[config.mk]
export PLATFORM = sky130hd
export DESIGN_NAME = led_s2p_receiver
export DESIGN_NICKNAME = d
export VERILOG_FILES = /design/src/rtl/led_link_pkg.sv /design/src/rtl/led_link_sync.sv /design/src/rtl/led_s2p_receiver.sv
export SDC_FILE = /design/constraint.sdc
export NUM_CORES = 1
export LEC_CHECK = 0
export ABC_AREA = 1
export BUFFER_PORTS_ARGS = -buffer_cell sky130_fd_sc_hd__buf_4
export CAP_MARGIN = 20
export CORE_UTILIZATION = 30
export DETAILED_ROUTE_END_ITERATION = 12
export MAX_ROUTING_LAYER = met4
export SLEW_MARGIN = 15
export SYNTH_ARGS = -nofsm -noshare
export SYNTH_HDL_FRONTEND = slang
export SYNTH_SLANG_ARGS = --single-unit
[constraint.sdc]
create_clock -name clk -period 3.8 [get_ports clk]
set_clock_uncertainty 0.1 [all_clocks]
set_input_delay 0.95 -clock clk [delete_from_list [all_inputs] [get_ports clk]]
set_output_delay 0.95 -clock clk [all_outputs]
set_load 0.01 [all_outputs]
[src/rtl/led_link_pkg.sv]
// Shared types and constants for the LED serial link receiver.
package led_link_pkg;

    localparam int SYNC_STAGES = 2;

    // Bit positions of the link signals inside the packed synchroniser bus.
    localparam int LINK_WIDTH = 4;
    localparam int IDX_CLK    = 0;
    localparam int IDX_SOUT   = 1;
    localparam int IDX_CLRN   = 2;
    localparam int IDX_PEN    = 3;

    typedef enum logic [1:0] {
        IDLE  = 2'd0,
        SHIFT = 2'd1,
        OVF   = 2'd2
    } s2p_state_t;

endpackage

[src/rtl/led_link_sync.sv]
// Two-flop synchroniser followed by a delay stage; level, rise and fall are all
// registered so they line up with each other one cycle after the second flop.
module led_link_sync
    import led_link_pkg::*;
#(
    parameter logic RESET_VAL = 1'b0
)(
    input  logic clk,
    input  logic rst,
    input  logic din,
    output logic level,
    output logic rise,
    output logic fall
);

    logic [SYNC_STAGES-1:0] sync_reg;
    logic                   delay_reg;
    logic                   rise_reg;
    logic                   fall_reg;

    always_ff @(posedge clk) begin
        if (!rst) begin
            sync_reg  <= {SYNC_STAGES{RESET_VAL}};
            delay_reg <= RESET_VAL;
            rise_reg  <= 1'b0;
            fall_reg  <= 1'b0;
        end else begin
            sync_reg  <= {sync_reg[SYNC_STAGES-2:0], din};
            delay_reg <= sync_reg[SYNC_STAGES-1];
            rise_reg  <= sync_reg[SYNC_STAGES-1] & ~delay_reg;
            fall_reg  <= ~sync_reg[SYNC_STAGES-1] & delay_reg;
        end
    end

    assign level = delay_reg;
    assign rise  = rise_reg;
    assign fall  = fall_reg;

endmodule

[src/rtl/led_s2p_receiver.sv]
// Board-side serial-to-parallel receiver for the LED chain link.
// Optional mid-frame watchdog enabled by defining LED_S2P_TIMEOUT_EN.
module led_s2p_receiver
    import led_link_pkg::*;
#(
    parameter  int DATA_BITS = 16,
    parameter  bit INVERT    = 1'b1,
    parameter  int TIMEOUT   = 1024,
    localparam int CW        = $clog2(DATA_BITS + 1)
)(
    input  logic                 clk,
    input  logic                 rst,
    input  logic                 s_clk,
    input  logic                 s_sout,
    input  logic                 s_clrn,
    input  logic                 s_pen,
    output logic [DATA_BITS-1:0] PData,
    output logic                 valid,
    output logic                 frame_err,
    output logic                 busy,
    output logic [CW-1:0]        bit_cnt
);

    // s_clrn idles high, everything else idles low.
    localparam logic [LINK_WIDTH-1:0] SYNC_RST = 4'b0100;

    logic [LINK_WIDTH-1:0] raw_bus;
    logic [LINK_WIDTH-1:0] lvl_bus;
    logic [LINK_WIDTH-1:0] rise_bus;
    logic [LINK_WIDTH-1:0] fall_bus;

    assign raw_bus[IDX_CLK]  = s_clk;
    assign raw_bus[IDX_SOUT] = s_sout;
    assign raw_bus[IDX_CLRN] = s_clrn;
    assign raw_bus[IDX_PEN]  = s_pen;

    genvar gi;
    generate
        for (gi = 0; gi < LINK_WIDTH; gi++) begin : g_sync
            led_link_sync #(
                .RESET_VAL (SYNC_RST[gi])
            ) u_sync (
                .clk   (clk),
                .rst   (rst),
                .din   (raw_bus[gi]),
                .level (lvl_bus[gi]),
                .rise  (rise_bus[gi]),
                .fall  (fall_bus[gi])
            );
        end
    endgenerate

    logic clk_rise;
    logic sout_lvl;
    logic clrn_lvl;
    logic pen_rise;

    assign clk_rise = rise_bus[IDX_CLK];
    assign sout_lvl = lvl_bus[IDX_SOUT];
    assign clrn_lvl = lvl_bus[IDX_CLRN];
    assign pen_rise = rise_bus[IDX_PEN];

    logic unused_sync_taps;
    assign unused_sync_taps = ^{fall_bus, rise_bus[IDX_SOUT], rise_bus[IDX_CLRN],
                                lvl_bus[IDX_CLK], lvl_bus[IDX_PEN]};

    s2p_state_t           state_reg,  state_next;
    logic [DATA_BITS-1:0] shreg_reg,  shreg_next;
    logic [DATA_BITS-1:0] pdata_reg,  pdata_next;
    logic [CW-1:0]        cnt_reg,    cnt_next;
    logic                 valid_reg,  valid_next;
    logic                 err_reg,    err_next;

`ifdef LED_S2P_TIMEOUT_EN
    localparam int WW = $clog2(TIMEOUT + 1);
    logic [WW-1:0]        wd_reg,     wd_next;
`else
    localparam int unused_timeout = TIMEOUT;
`endif

    always_ff @(posedge clk) begin
        if (!rst) begin
            state_reg <= IDLE;
            shreg_reg <= '0;
            pdata_reg <= '0;
            cnt_reg   <= '0;
            valid_reg <= 1'b0;
            err_reg   <= 1'b0;
`ifdef LED_S2P_TIMEOUT_EN
            wd_reg    <= '0;
`endif
        end else begin
            state_reg <= state_next;
            shreg_reg <= shreg_next;
            pdata_reg <= pdata_next;
            cnt_reg   <= cnt_next;
            valid_reg <= valid_next;
            err_reg   <= err_next;
`ifdef LED_S2P_TIMEOUT_EN
            wd_reg    <= wd_next;
`endif
        end
    end

    // Clear beats frame end, frame end beats a data edge.
    always_comb begin
        state_next = state_reg;
        shreg_next = shreg_reg;
        pdata_next = pdata_reg;
        cnt_next   = cnt_reg;
        valid_next = 1'b0;
        err_next   = 1'b0;
`ifdef LED_S2P_TIMEOUT_EN
        wd_next    = wd_reg;
`endif
        if (!clrn_lvl) begin
            state_next = IDLE;
            shreg_next = '0;
            cnt_next   = '0;
`ifdef LED_S2P_TIMEOUT_EN
            wd_next    = '0;
`endif
        end else if (pen_rise) begin
            case (state_reg)
                SHIFT: begin
                    if (cnt_reg == CW'(DATA_BITS)) begin
                        pdata_next = INVERT ? ~shreg_reg : shreg_reg;
                        valid_next = 1'b1;
                    end else begin
                        err_next = 1'b1;
                    end
                end
                OVF:     err_next = 1'b1;
                default: ;
            endcase
            state_next = IDLE;
            shreg_next = '0;
            cnt_next   = '0;
`ifdef LED_S2P_TIMEOUT_EN
            wd_next    = '0;
`endif
        end else if (clk_rise) begin
            case (state_reg)
                IDLE: begin
                    shreg_next = {{(DATA_BITS-1){1'b0}}, sout_lvl};
                    cnt_next   = CW'(1);
                    state_next = SHIFT;
                end
                SHIFT: begin
                    // A bit beyond the frame width is dropped, not shifted.
                    if (cnt_reg == CW'(DATA_BITS)) begin
                        state_next = OVF;
                    end else begin
                        shreg_next = {shreg_reg[DATA_BITS-2:0], sout_lvl};
                        cnt_next   = cnt_reg + CW'(1);
                    end
                end
                default: ;
            endcase
`ifdef LED_S2P_TIMEOUT_EN
            wd_next = '0;
`endif
        end
`ifdef LED_S2P_TIMEOUT_EN
        else if (state_reg != IDLE) begin
            if (wd_reg == WW'(TIMEOUT - 1)) begin
                err_next   = 1'b1;
                state_next = IDLE;
                shreg_next = '0;
                cnt_next   = '0;
                wd_next    = '0;
            end else begin
                wd_next = wd_reg + WW'(1);
            end
        end
`endif
    end

    assign PData     = pdata_reg;
    assign valid     = valid_reg;
    assign frame_err = err_reg;
    assign busy      = (state_reg != IDLE);
    assign bit_cnt   = cnt_reg;

endmodule
==> out/metrics.cfg <==
[outcome]
outcome=completed

[sta]
fin_setup_tns_ns=0
slew_headroom_pct=44.0
setup_ws_ns=1.44
hold_viol=0
tightest_slew_ns=0.839
final.period_utilization_pct=62.2
drv_slew=0
rsz0062_at_grt=false
setup_violations=0
finalCriticalPeriod_ns=2.36
fmax_mhz=423

[routing]
ant_nets=0
drcViolationCount=0
num_vias=1674
avgRoutedWirePerCell_um=10.2
drtIter0Drc=110
wl_um=4020
via_per_inst=4.26
firstDrtPassIters=4

[cts]
clk_latency_ns=0.31
cts_hold_buf=0
htreeDepth=2
cts_tree=done
cts_made_buffers=5
post_cts_buffers=0
clock-sinks=55
ctsResizeCount=0
cts_root_buffer=clkbuf_8
clockBufferDepth=2
clkTransAtPathRegs_ns=0.10

[yosys]
ys_seq_area_share_pct=51.4
synth_fa_ha_area_share_pct=2.92
synthFlopType=dfxtp_1
synth_area_mm2=0.00214
synth_top_family_by_area=simple AND/OR/NAND/NOR gates
synth_seq_cells=55
synth-compound-area-share_pct=5.61
async_reset_ff_share_pct=0
synth_xor_area_share_pct=0
syn_avg_cell_area_um2=7.84
yosysWarnings=0
syn_nets=284
synthCells=273
synthMuxAreaShare_pct=0
synth_edf_count=0
ys_types=22
synth_simple_gate_area_share_pct=31.9

[worst_setup_path]
crit_fanout=32
critPathCaptureType=flop
cp_data_arrival_time_ns=2.47
worstSetupPathType=reg2reg
worstPathRequired_ns=3.91
start_kind=flop
r2r_setup_slack_ns=1.44

[die]
num_rows=30
dieArea_mm2=0.00748
core-area_mm2=0.00683
die_w_um=86.5
die_h_um=86.5
initial_core_util_pct=31.3
ios=30

[layout]
fillCellCount=743
final_common_cell=nand2_1
multiInputGateArea_um2=866
final-seq-area_mm2=0.00110
layout_common_cells=73 x nand2_1, 55 x dfxtp_1, 46 x nor2_1
diodes=0
drive_gt1_share_pct=16.2
area_growth_syn_to_layout_pct=16.0
nets=307

[power_and_ir_drop]
p_per_area_mw_per_mm2=383
p_leak_nw=1.04
peakVddDrop_v=0.000142

[placement]
dp_hpwl_um=2620
io_buffers=29
place_congestion=0.810
pre_cts_ws_ns=1.44

[grt]
grt_max_degree=33
overflow=0
grt_pass1_wl_um=6800
grt_usage_pct=11.9
first_global_vias=1550
grt_antenna_before_repair=0

[hold_path]
hold_class=reg2reg

[flow_run]
cap_viol_max_count=0

[synth_stat cells (4+ instances only)]
| cell | n | share of area, % |
|---|---|---|
| nor2_1 | 46 | 8.1 |
| nand3_1 | 4 | 0.94 |
| a21oi_1 | 22 | 5.1 |
| inv_1 | 22 | 3.9 |
| nand4_1 | 18 | 5.3 |
| dfxtp_1 | 55 | 51 |
| nand2_1 | 73 | 13 |
| buf_2 | 4 | 0.94 |
| buf_6 | 4 | 2.1 |
| ha_1 | 5 | 2.9 |
[final timing paths]
path,from,to,depth (start not counted)
setup reg to reg,state_reg[1],PData[2],7
setup / recovery,state_reg[1],PData[2],7
hold reg to reg,g_sync[0].u_sync.level,g_sync[0].u_sync.rise,1
hold / removal,g_sync[0].u_sync.level,g_sync[0].u_sync.rise,1
[cell type report]
class	count	share of cell area (%)
Clock buffer	5	2.77
Clock inverter	3	0.907
Inverter	23	3.48
Multi-Input combinational cell	182	34.9
Sequential cell	55	44.4
Tap cell	96	4.84
Timing Repair Buffer	29	8.77
[power by group]
part           internal (mW)  switching [mW]
sequential             0.583         0.00399
combinational         0.0129          0.0248
clock                  0.132           0.195
total                  0.728           0.224
[kinds of logic after synthesis]
kind of cell             count (synthesis)
adder cells (fa/ha/maj)                  5
flip-flops                              55
buffers and inverters                   36
AND/OR/NAND/NOR                        153
AO/OA/AOI/OAI                           24
[metal layers]
| metal | track usage, % | wire [um] |
|---|---|---|
| met2 | 18.8 | 1730 |
| met4 | 5.00 | 57 |
| met5 | - | 0 |
| met1 | 14.5 | 2070 |
| met3 | 2.76 | 153 |
[through the flow]
stage	util, %	power, mW	cells	hold slack, ns	instance area (um^2)
finish	36.3	0.952	393	0.288	2480
global route	36.3	0.995	393	0.307	2480
CTS	36.3	0.967	393	0.288	2480
detailed placement	35.0	0.639	385	0.272	2390
global placement	35.0	0.638	385	0.273	2390
floorplan	-	0.628	273	0.268	2140
[critical path: stages (launching register included)]
cell and delay, ns:
dfxtp_1 0.32, inv_1 0.09, ha_1 0.71, nand3_4 0.22
nor2_4 0.57, nand2_1 0.11, nand2_1 0.09, nor2_1 0.04
Power figures use the tool's default switching activity.
